### src/rtl/sdram_test_pkg.sv
// Shared types and constants for the SDRAM burst tester.
package sdram_test_pkg;

  typedef enum logic [2:0] {
    IDLE    = 3'd0,
    WR_REQ  = 3'd1,
    WR_DATA = 3'd2,
    RD_REQ  = 3'd3,
    RD_DATA = 3'd4,
    FINISH  = 3'd5
  } state_t;

  // Right-shifting Galois form; 0xB400 gives a maximal-length 16-bit sequence.
  localparam logic [15:0] LFSR_TAPS = 16'hB400;
  localparam logic [15:0] LFSR_SEED = 16'hACE1;
  localparam logic [15:0] ERR_MAX   = 16'hFFFF;

endpackage

### src/rtl/sdram_burst_tester_if.sv
// User-side burst bus between the tester (master) and the SDRAM controller (slave).
interface sdram_burst_tester_if #(
  parameter int ADDR_W = 23,
  parameter int DATA_W = 16,
  parameter int LEN_W  = 9
);
  logic              wr_req;
  logic              wr_ack;
  logic [ADDR_W-1:0] wr_addr;
  logic [LEN_W-1:0]  wr_length;
  logic [DATA_W-1:0] data_in;
  logic              rd_req;
  logic              rd_ack;
  logic [ADDR_W-1:0] rd_addr;
  logic [LEN_W-1:0]  rd_length;
  logic [DATA_W-1:0] data_out;

  modport master (
    output wr_req, wr_addr, wr_length, data_in, rd_req, rd_addr, rd_length,
    input  wr_ack, rd_ack, data_out
  );

  modport slave (
    input  wr_req, wr_addr, wr_length, data_in, rd_req, rd_addr, rd_length,
    output wr_ack, rd_ack, data_out
  );
endinterface

### src/rtl/sdram_pattern_gen.sv
// Data pattern source: incrementing counter, or a Galois LFSR when
// SDRAM_TESTER_LFSR_EN is defined. seed wins over advance.
module sdram_pattern_gen
  import sdram_test_pkg::*;
#(
  parameter int DATA_W = 16
) (
  input  logic              clk,
  input  logic              reset_n,
  input  logic              seed,
  input  logic              advance,
  output logic [DATA_W-1:0] word
);

  logic [DATA_W-1:0] nxt;

`ifdef SDRAM_TESTER_LFSR_EN
  localparam logic [DATA_W-1:0] SEED_VAL = DATA_W'(LFSR_SEED);
  localparam logic [DATA_W-1:0] TAPS     = DATA_W'(LFSR_TAPS);

  always_comb begin
    nxt = word >> 1;
    if (word[0]) nxt = nxt ^ TAPS;
  end
`else
  localparam logic [DATA_W-1:0] SEED_VAL = '0;

  always_comb nxt = word + 1'b1;
`endif

  always_ff @(posedge clk) begin
    if (!reset_n)     word <= '0;
    else if (seed)    word <= SEED_VAL;
    else if (advance) word <= nxt;
  end

endmodule

### src/rtl/sdram_burst_tester.sv
// Write-then-readback burst tester for the SDRAM controller user port.
// Pattern selection: define SDRAM_TESTER_LFSR_EN for LFSR data (see sdram_pattern_gen).
module sdram_burst_tester
  import sdram_test_pkg::*;
#(
  parameter int              ADDR_W     = 23,
  parameter int              DATA_W     = 16,
  parameter int              LEN_W      = 9,
  parameter int              BURST_LEN  = 8,
  parameter int              NUM_BURSTS = 4,
  parameter logic [ADDR_W-1:0] BASE_ADDR = '0,
  parameter int              TIMEOUT    = 1023
) (
  input  logic                 clk,
  input  logic                 reset_n,
  input  logic                 start,
  input  logic                 init_done,
  sdram_burst_tester_if.master bus,
  output logic                 busy,
  output logic                 done,
  output logic                 pass,
  output logic                 timeout,
  output logic [15:0]          err_count,
  output logic [ADDR_W-1:0]    first_err_addr
);

  localparam int BI_W = (NUM_BURSTS > 1) ? $clog2(NUM_BURSTS) : 1;
  localparam int WD_W = $clog2(TIMEOUT + 1) + 1;

  state_t            state, state_nxt;
  logic [LEN_W-1:0]  word_cnt;
  logic [BI_W-1:0]   burst_idx;
  logic [WD_W-1:0]   wd_cnt;
  logic [ADDR_W-1:0] burst_addr;
  logic [DATA_W-1:0] wr_word, exp_word;
  logic wr_phase, rd_phase, wr_beat, rd_beat, beat;
  logic last_word, last_burst, accept, wd_expired, seed_exp;

  assign wr_phase   = (state == WR_REQ) || (state == WR_DATA);
  assign rd_phase   = (state == RD_REQ) || (state == RD_DATA);
  // Only the ack belonging to the current phase counts.
  assign wr_beat    = wr_phase && bus.wr_ack;
  assign rd_beat    = rd_phase && bus.rd_ack;
  assign beat       = wr_beat || rd_beat;
  assign last_word  = (word_cnt == LEN_W'(BURST_LEN - 1));
  assign last_burst = (burst_idx == BI_W'(NUM_BURSTS - 1));
  assign accept     = start && init_done && ((state == IDLE) || (state == FINISH));
  assign wd_expired = (wr_phase || rd_phase) && (wd_cnt == WD_W'(TIMEOUT)) && !beat;
  assign burst_addr = BASE_ADDR + ADDR_W'(burst_idx) * ADDR_W'(BURST_LEN);
  assign seed_exp   = accept || (wr_beat && last_word && last_burst);

  always_ff @(posedge clk) begin
    if (!reset_n) state <= IDLE;
    else          state <= state_nxt;
  end

  always_comb begin
    state_nxt = state;
    case (state)
      IDLE, FINISH:     if (accept) state_nxt = WR_REQ;
      WR_REQ, WR_DATA:  if (wr_beat) state_nxt = !last_word ? WR_DATA :
                                                 (last_burst ? RD_REQ : WR_REQ);
      RD_REQ, RD_DATA:  if (rd_beat) state_nxt = !last_word ? RD_DATA :
                                                 (last_burst ? FINISH : RD_REQ);
      default:          state_nxt = IDLE;
    endcase
    if (wd_expired) state_nxt = FINISH;
  end

  always_ff @(posedge clk) begin
    if (!reset_n) begin
      word_cnt       <= '0;
      burst_idx      <= '0;
      wd_cnt         <= '0;
      timeout        <= 1'b0;
      err_count      <= '0;
      first_err_addr <= '0;
    end else begin
      if (state_nxt != state || beat) wd_cnt <= '0;
      else if (wr_phase || rd_phase)  wd_cnt <= wd_cnt + 1'b1;

      if (accept) begin
        word_cnt       <= '0;
        burst_idx      <= '0;
        timeout        <= 1'b0;
        err_count      <= '0;
        first_err_addr <= '0;
      end
      if (wd_expired) timeout <= 1'b1;

      if (beat) begin
        if (last_word) begin
          word_cnt  <= '0;
          burst_idx <= last_burst ? '0 : burst_idx + 1'b1;
        end else begin
          word_cnt  <= word_cnt + 1'b1;
        end
      end

      if (rd_beat && bus.data_out != exp_word) begin
        if (err_count != ERR_MAX) err_count <= err_count + 1'b1;
        // err_count is cleared on start, so zero means this is the first miss.
        if (err_count == '0) first_err_addr <= burst_addr + ADDR_W'(word_cnt);
      end
    end
  end

  sdram_pattern_gen #(.DATA_W(DATA_W)) u_wr_pat (
    .clk     (clk),
    .reset_n (reset_n),
    .seed    (accept),
    .advance (wr_beat),
    .word    (wr_word)
  );

  sdram_pattern_gen #(.DATA_W(DATA_W)) u_exp_pat (
    .clk     (clk),
    .reset_n (reset_n),
    .seed    (seed_exp),
    .advance (rd_beat),
    .word    (exp_word)
  );

  assign busy          = wr_phase || rd_phase;
  assign done          = (state == FINISH);
  assign pass          = done && (err_count == '0) && !timeout;
  assign bus.wr_req    = (state == WR_REQ);
  assign bus.rd_req    = (state == RD_REQ);
  assign bus.wr_addr   = busy ? burst_addr : '0;
  assign bus.rd_addr   = busy ? burst_addr : '0;
  assign bus.wr_length = busy ? LEN_W'(BURST_LEN) : '0;
  assign bus.rd_length = busy ? LEN_W'(BURST_LEN) : '0;
  assign bus.data_in   = wr_word;

endmodule
### src/flat_wrapper.sv
// flat-port wrapper written by rule: the top's interface ports become plain ports
module sdram_burst_tester_flat import sdram_test_pkg::*;
#(
  parameter int              ADDR_W     = 23,
  parameter int              DATA_W     = 16,
  parameter int              LEN_W      = 9,
  parameter int              BURST_LEN  = 8,
  parameter int              NUM_BURSTS = 4,
  parameter logic [ADDR_W-1:0] BASE_ADDR = '0,
  parameter int              TIMEOUT    = 1023
)
  (clk, reset_n, start, init_done, busy, done, pass, timeout, err_count, first_err_addr, bus_wr_req, bus_wr_addr, bus_wr_length, bus_data_in, bus_rd_req, bus_rd_addr, bus_rd_length, bus_wr_ack, bus_rd_ack, bus_data_out);
  sdram_burst_tester_if #(.ADDR_W(ADDR_W), .DATA_W(DATA_W), .LEN_W(LEN_W)) bus_i ();
  input  logic clk;
  input  logic reset_n;
  input  logic start;
  input  logic init_done;
  output logic busy;
  output logic done;
  output logic pass;
  output logic timeout;
  output logic [15:0] err_count;
  output logic [ADDR_W-1:0] first_err_addr;
  output wire logic [$bits(bus_i.wr_req)-1:0] bus_wr_req;
  output wire logic [$bits(bus_i.wr_addr)-1:0] bus_wr_addr;
  output wire logic [$bits(bus_i.wr_length)-1:0] bus_wr_length;
  output wire logic [$bits(bus_i.data_in)-1:0] bus_data_in;
  output wire logic [$bits(bus_i.rd_req)-1:0] bus_rd_req;
  output wire logic [$bits(bus_i.rd_addr)-1:0] bus_rd_addr;
  output wire logic [$bits(bus_i.rd_length)-1:0] bus_rd_length;
  input wire logic [$bits(bus_i.wr_ack)-1:0] bus_wr_ack;
  input wire logic [$bits(bus_i.rd_ack)-1:0] bus_rd_ack;
  input wire logic [$bits(bus_i.data_out)-1:0] bus_data_out;
  assign bus_wr_req = bus_i.wr_req;
  assign bus_wr_addr = bus_i.wr_addr;
  assign bus_wr_length = bus_i.wr_length;
  assign bus_data_in = bus_i.data_in;
  assign bus_rd_req = bus_i.rd_req;
  assign bus_rd_addr = bus_i.rd_addr;
  assign bus_rd_length = bus_i.rd_length;
  assign bus_i.wr_ack = bus_wr_ack;
  assign bus_i.rd_ack = bus_rd_ack;
  assign bus_i.data_out = bus_data_out;
  sdram_burst_tester #(.ADDR_W(ADDR_W), .DATA_W(DATA_W), .LEN_W(LEN_W), .BURST_LEN(BURST_LEN), .NUM_BURSTS(NUM_BURSTS), .BASE_ADDR(BASE_ADDR), .TIMEOUT(TIMEOUT)) u_core (.clk(clk), .reset_n(reset_n), .start(start), .init_done(init_done), .bus(bus_i), .busy(busy), .done(done), .pass(pass), .timeout(timeout), .err_count(err_count), .first_err_addr(first_err_addr));
endmodule
### config.mk
export PLATFORM = sky130hd
export DESIGN_NAME = sdram_burst_tester_flat
export DESIGN_NICKNAME = d
export VERILOG_FILES = /design/src/rtl/sdram_test_pkg.sv /design/src/rtl/sdram_burst_tester_if.sv /design/src/rtl/sdram_pattern_gen.sv /design/src/rtl/sdram_burst_tester.sv /design/src/flat_wrapper.sv
export SDC_FILE = /design/constraint.sdc
export NUM_CORES = 1
export LEC_CHECK = 0
export BUFFER_PORTS_ARGS = -buffer_cell sky130_fd_sc_hd__buf_4
export CELL_PAD_IN_SITES_DETAIL_PLACEMENT = 2
export CELL_PAD_IN_SITES_GLOBAL_PLACEMENT = 2
export CORE_MARGIN = 10
export CORE_UTILIZATION = 33
export CTS_CLUSTER_SIZE = 20
export DETAILED_ROUTE_END_ITERATION = 12
export PLACE_DENSITY_LB_ADDON = 0.1
export SETUP_SLACK_MARGIN = 0.3
export SYNTH_ARGS = -nofsm -noshare
export SYNTH_HDL_FRONTEND = slang
export SYNTH_SLANG_ARGS = --single-unit
### constraint.sdc
create_clock -name clk -period 4.1 [get_ports clk]
set_clock_uncertainty 0.1 [all_clocks]
set_input_delay 0.41 -clock clk [delete_from_list [all_inputs] [get_ports clk]]
set_output_delay 0.41 -clock clk [all_outputs]
set_load 0.01 [all_outputs]
Yosys cells after proc, flatten, opt, wreduce, memory -nomap -nowiden --
Index checks and enable logic that the tools add are counted.
Storage, ports and cells: register bits after elaboration 97, latch bits 0, memory bits (writable) 0, bits in read-only memories 0, input bits 22, output and inout port bits 125, logic and storage cells 84, memories 0
Cells by class: add/subtract/negate cells 7, multiply operators 0, div/mod/pow operators 0, $lt $le $gt $ge 0, equality and inequality tests 11, shift operators 0, muxes and demuxes 26, bitwise operators 1, reductions and logical operators 30
Operators by type and width (number):
- $mux W23 | 3
- $add A16 B1 Y16 const B | 3
- $mux W16 | 3
- $mux W9 | 3
- $mux W3 | 7
- $logic_not A16 Y1 | 1
- $ne A16 B16 Y1 | 1
- $ne A16 B16 Y1 const B | 1
- $reduce_or A2 Y1 | 6
- $add A11 B1 Y11 const B | 1
- $eq A11 B10 Y1 const B | 1
- $logic_and A1 B1 Y1 | 11
- $add A5 B9 Y10 | 1
- $mux W2 | 5
- $add A9 B1 Y9 const B | 1
- $eq A9 B3 Y1 const B | 1
- $pmux W3 S3 | 1
- $logic_or A1 B1 Y1 | 7
- $eq A3 B2 Y1 const B | 2
- $eq A3 B3 Y1 const B | 2
- $mux W5 | 1
- $mux W4 | 1
- $reduce_bool A2 Y1 | 2
- $eq A3 B1 Y1 const B | 1
- other kinds (7) | 9

Longest topological paths before layout --
depth in word-level cells 10, gate-level depth with buffers 9, depth with buffers taken out 7

By module --
From an unflattened synthesis, not the netlist that was laid out.
Second synthesis, totals: cell total of the unflattened synthesis 642, area, all modules 5306.3 µm²
By module, submodules not included:
- sdram_burst_tester | instances 1, cells an instance 478, area an instance 3890.0 µm², sequential area each 1301.2 µm²
- sdram_pattern_gen | instances 2, cells an instance 82, area an instance 708.2 µm², sequential area each 320.3 µm²

Least setup slack after synthesis --
Ideal clock, no wire load.
path kind register -> register, start reg u_core.word_cnt[0], end reg u_core.wd_cnt[10], setup time 122 ps, arrival 1842 ps, required time 3878 ps, setup slack 2037 ps, stages on the path, launching flop included 9, buffers on the path 1, clock period less this slack 2063 ps, cells stage by stage dfxtp_1 > ha_1 > and4bb_2 > a32oi_1 > o22ai_1 > mux2_1 > o21ai_2 > buf_6 > a21oi_1
Between the ends: longest elaborated chain between the ends 8, elaborated cells on any way between the ends 10, classes of those cells eq/ne (2); mux (6); reduce/logical (2)
RTL lines:
- start: declaration | line sdram_burst_tester.sv:31 | logic [LEN_W-1:0] word_cnt;
- start signal: assignment | line sdram_burst_tester.sv:96 | word_cnt <= word_cnt + 1'b1;
- $eq A9 B3 Y1 * | line sdram_burst_tester.sv:45 | assign last_word = (word_cnt == LEN_W'(BURST_LEN - 1));
- $mux W3, on equally long branches (2 in series) | line sdram_burst_tester.sv:63, sdram_burst_tester.sv:61
- $pmux W3 S3 * | line sdram_burst_tester.sv:59 | case (state)
- $mux W3 * | line sdram_burst_tester.sv:67 | if (wd_expired) state_nxt = FINISH;
- $ne A3 B3 Y1 * | line sdram_burst_tester.sv:79 | if (state_nxt != state || beat) wd_cnt <= '0;
- $logic_or A1 B1 Y1 * | line sdram_burst_tester.sv:79
- $reduce_or A2 Y1 (no source line) *
- end signal: assignment | line sdram_burst_tester.sv:80 | else if (wr_phase || rd_phase) wd_cnt <= wd_cnt + 1'b1;
- end: declaration | line sdram_burst_tester.sv:33 | logic [WD_W-1:0] wd_cnt;
Mark *: on every way between the ends. The rest lies on a longest branch, timed or not. A chain may end at the register's enable or synchronous reset.

Final worst setup path --
start reg u_core.state[0], end reg u_core.wd_cnt[10]
Between the ends: longest elaborated chain between the ends 10, elaborated cells on any way between the ends 28, classes of those cells eq/ne (6); mux (5); reduce/logical (17)
RTL lines:
- start: declaration | line sdram_burst_tester.sv:30 | state_t state, state_nxt;
- start signal: assignment | line sdram_burst_tester.sv:54 | else state <= state_nxt;
- parallel branches: the longest is 10 deep, another holds $eq A3 B2 Y1
Parallel ways; which one is timed is not known.

==> impl_summary.md <==
Outcome
The flow ran to the end, and the final reports show no timing, DRC or antenna violations.

Pwr
Dividing total power by cell area gives a power density of 328 nW/um^2. The static leakage power is 0.00253 uW. The peak ir drop on the vdd network is 0.000205 V.

Timing
The fmax is 351 MHz. The transition time of the tightest slew-check pin is 1080 ps. The count of endpoints failing hold in the final timing report is 0. The final worst hold slack is 302 ps. The number of pins exceeding their max-slew limit in the final report is 0.

The clock period could shrink to 2850 ps. Setup repair after global routing left no endpoint under its margin. Of the available clock period, the critical path in the final layout requires 69.5%. Setup total negative slack on the finished layout was measured at 0 ps. In this run the tightest slew margin relative to its limit is 28.1%. Setup violations remaining at the end of the flow were counted as 0.

Setup path
The nature of the critical path startpoint is a flip-flop. Walking the worst path, the cells encountered are nand3b_1 > o221ai_1 > nor2_2 > o21ai_1 > a21oi_1. STA classifies the critical path endpoint as a flip-flop. At the worst endpoint, the arrival time is 2940 ps. The data required time of the worst path is 4190 ps. The class of the most critical setup path is flip-flop to flip-flop. For this run, the slowest stage of the critical path takes 730 ps.

The worst-path cell with the longest stage delay is sky130_fd_sc_hd__dfxtp_1. In this run the worst path has a maximum fanout of 19.

Yosys
The largest total area in the synthesized netlist belongs to sky130_fd_sc_hd__dfxtp_1. Among all flip-flop cells after synthesis, the most frequent one is sky130_fd_sc_hd__dfxtp_1. The sequential element share of the synthesized area is 35.8%. The top cell type by area accounts for 35.8% of the synthesized area.

The synthesized area per cell is 8.54 sq um. The instance count of the mapped netlist is 635. In the post-synthesis netlist, the biggest area contributors are sky130_fd_sc_hd__dfxtp_1, sky130_fd_sc_hd__buf_4, sky130_fd_sc_hd__xnor2_1. The async set or reset register ratio after synthesis is 0%. The warning count from the yosys run is 0. The unique cell type count in the Yosys netlist is 63. In this run, synthesis produced a sequential element count of 97.

In this run, synthesis inferred 0 flip-flops with an integrated enable. The cell area that synthesis handed to floorplanning was 5420 sq um.

Final layout
0 antenna diodes ended up in the layout. The final-stage net count is 737. Of the cells placed in the final design, the portion with a size suffix greater than 1 is 18.6%. The area growth from synthesis to final layout is 16.0%.

Global route
Global routing used 15.1% of the available tracks. The via count of the first global-routing pass is 5071. The total overflow left after global routing is 0. The first-pass GRT wire length is 27400 microns. Entering global routing, the biggest net connects 31 pins. The number of antenna violations at the first check in global routing is 0.

Floorplan
The width of the chip is 148 microns. 147 I/O pins were placed. The effective utilization at floorplan is 33.9%. The total die area is 22000 sq um.

After floorplanning, the core was sized to cover 16000 sq um. The die height is 148 microns. The number of cell rows is 46.

Detailed routing
The count of TritonRoute iterations in the first routing pass is 4. The number of antenna-violating nets in the routed design is 0. The wire length after detailed routing is 16700 microns. The routed wirelength normalized by instance count is 18.1 microns.

The number of DRC violations after detailed routing is 0. The detailed router's first-iteration violation count is 142. The detailed router placed 4575 vias in this run. The detailed-route vias per instance is 4.94.

Clocking
TritonCTS created 9 clock buffers. The cell chosen for the clock root is sky130_fd_sc_hd__clkbuf_16. The clock drives 97 sinks. The maximum count of clock buffers along a single path is 2.

The later pin in the worst-skew pair is clocked with a latency of 350 ps. In this run the number of H-tree levels came out at 3. For this design, the CTS-stage hold fixing added 0 buffers.

In this run the post-CTS setup repair buffer count came out at 0. The CTS tree is done. Post-CTS repair changed the size of 0 cells. After clock tree synthesis, the clock-pin slew on the worst setup and hold paths is 70 ps.

Placed design
Port buffering added 88 buffers. Detailed placement finished with a half-perimeter wire length of 12700 microns. The congestion estimate from routability-driven global placement came to 0.765.

Job
Max-cap violations in this run came to 0.

Min path
The path class of the lowest-slack min-delay path is input port to flip-flop.
registers in the layout, summed over array words and instances, names as in the netlist, 2 cells and up:
| register | count |
|---|---|
| u_core.u_exp_pat.word | 16 |
| u_core.first_err_addr | 23 |
| u_core.wd_cnt | 11 |
| u_core.word_cnt | 9 |
| u_core.err_count | 16 |
| u_core.state | 3 |
| u_core.burst_idx | 2 |
| u_core.u_wr_pat.word | 16 |
path summary, 6_finish.rpt:
kind	endpoint	depth (start not counted)	from	slack (ps)
setup / recovery	u_core.wd_cnt[10]	5	u_core.state[0]	1250
hold / removal	u_core.state[1]	3	reset_n	300
setup reg to reg	u_core.wd_cnt[10]	5	u_core.state[0]	1250
hold reg to reg	u_core.first_err_addr[16]	1	u_core.first_err_addr[16]	370
logic make-up (layout without fill, tap and decap cells):
group	after synthesis	count (layout)	share of synthesized area [%]
simple gates	264	264	27.3
flops	97	97	35.8
mux	10	10	1.92
compound gates	95	95	11.1
other cells	1	58	0.0692
fa+ha+maj	11	11	2.63
xor+xnor	54	54	8.72
buf+inv	103	121	12.4
layer usage:
layer	GRT usage, %	share of wire, %
met5	0	0
met4	4.61	1.1
met3	3.06	3.7
met2	26.9	52
met1	17.8	43
power breakdown:
group / internal, uW / total, uW / leakage [uW] / switching (uW)
Sequential: 947 / 960 / 0.000781 / 12.9
Combinational: 59.9 / 185 / 0.00159 / 125
Clock: 493 / 919 / 0.000154 / 426
Yosys cell counts (8+ instances only):
library cell / instances
sky130_fd_sc_hd__buf_4: 66
sky130_fd_sc_hd__xnor2_1: 31
sky130_fd_sc_hd__nand3_1: 19
sky130_fd_sc_hd__o21ai_0: 20
sky130_fd_sc_hd__nor2_1: 53
sky130_fd_sc_hd__nand4_1: 21
sky130_fd_sc_hd__nor3_1: 12
sky130_fd_sc_hd__and2_1: 24
sky130_fd_sc_hd__a31oi_1: 8
sky130_fd_sc_hd__inv_1: 15
sky130_fd_sc_hd__ha_1: 9
sky130_fd_sc_hd__clkbuf_1: 10
sky130_fd_sc_hd__xor2_1: 23
sky130_fd_sc_hd__dfxtp_1: 97
sky130_fd_sc_hd__or3_1: 13
sky130_fd_sc_hd__nand2_1: 53
sky130_fd_sc_hd__a21oi_1: 41
sky130_fd_sc_hd__and3_1: 14
sky130_fd_sc_hd__nand3b_1: 12
area by class of cell:
type | instances | area [sq um]
multi-input cells | 492 | 3020
clock buffers | 9 | 225
flip-flops and latches | 97 | 1940
repair buffers | 90 | 676
fillers | 1823 | 9710
clock inverters | 7 | 98.8
inverters | 15 | 56.3
well taps | 216 | 270
cell usage in the layout (no fill, tap or decap), types with 8 or more instances in the layout:
| cell type | n |
|---|---|
| sky130_fd_sc_hd__nand3_1 | 19 |
| sky130_fd_sc_hd__dfxtp_1 | 97 |
| sky130_fd_sc_hd__nand4_1 | 21 |
| sky130_fd_sc_hd__and2_1 | 24 |
| sky130_fd_sc_hd__nand2_1 | 53 |
| sky130_fd_sc_hd__xnor2_1 | 31 |
| sky130_fd_sc_hd__a31oi_1 | 8 |
| sky130_fd_sc_hd__buf_4 | 90 |
| sky130_fd_sc_hd__conb_1 | 58 |
| sky130_fd_sc_hd__a21oi_1 | 41 |
| sky130_fd_sc_hd__inv_1 | 15 |
| sky130_fd_sc_hd__clkbuf_16 | 9 |
| sky130_fd_sc_hd__nor2_1 | 53 |
| sky130_fd_sc_hd__ha_1 | 9 |
| sky130_fd_sc_hd__or3_1 | 13 |
| sky130_fd_sc_hd__and3_1 | 14 |
| sky130_fd_sc_hd__nand3b_1 | 12 |
| sky130_fd_sc_hd__o21ai_0 | 20 |
| sky130_fd_sc_hd__xor2_1 | 23 |
| sky130_fd_sc_hd__nor3_1 | 12 |
critical path, delay by kind of cell, from the launching register on:
kind | cells | cell delay (ps)
compound gates | 3 | 1420
simple gates | 2 | 430
flops | 1 | 730
metrics by stage:
step | setup slack (ps) | instance area [sq um] | power, uW | util [%] | cells
global placement | 1430 | 5960 | 1160 | 37.3 | 910
floorplan | 2040 | 5640 | 1150 | - | 692
finish | 1250 | 6290 | 2060 | 39.3 | 926
detailed placement | 1280 | 5960 | 1160 | 37.3 | 910
global route | 906 | 6290 | 2160 | 39.3 | 926
CTS | 1210 | 6290 | 2090 | 39.3 | 926
Power figures use the tool's default switching activity.
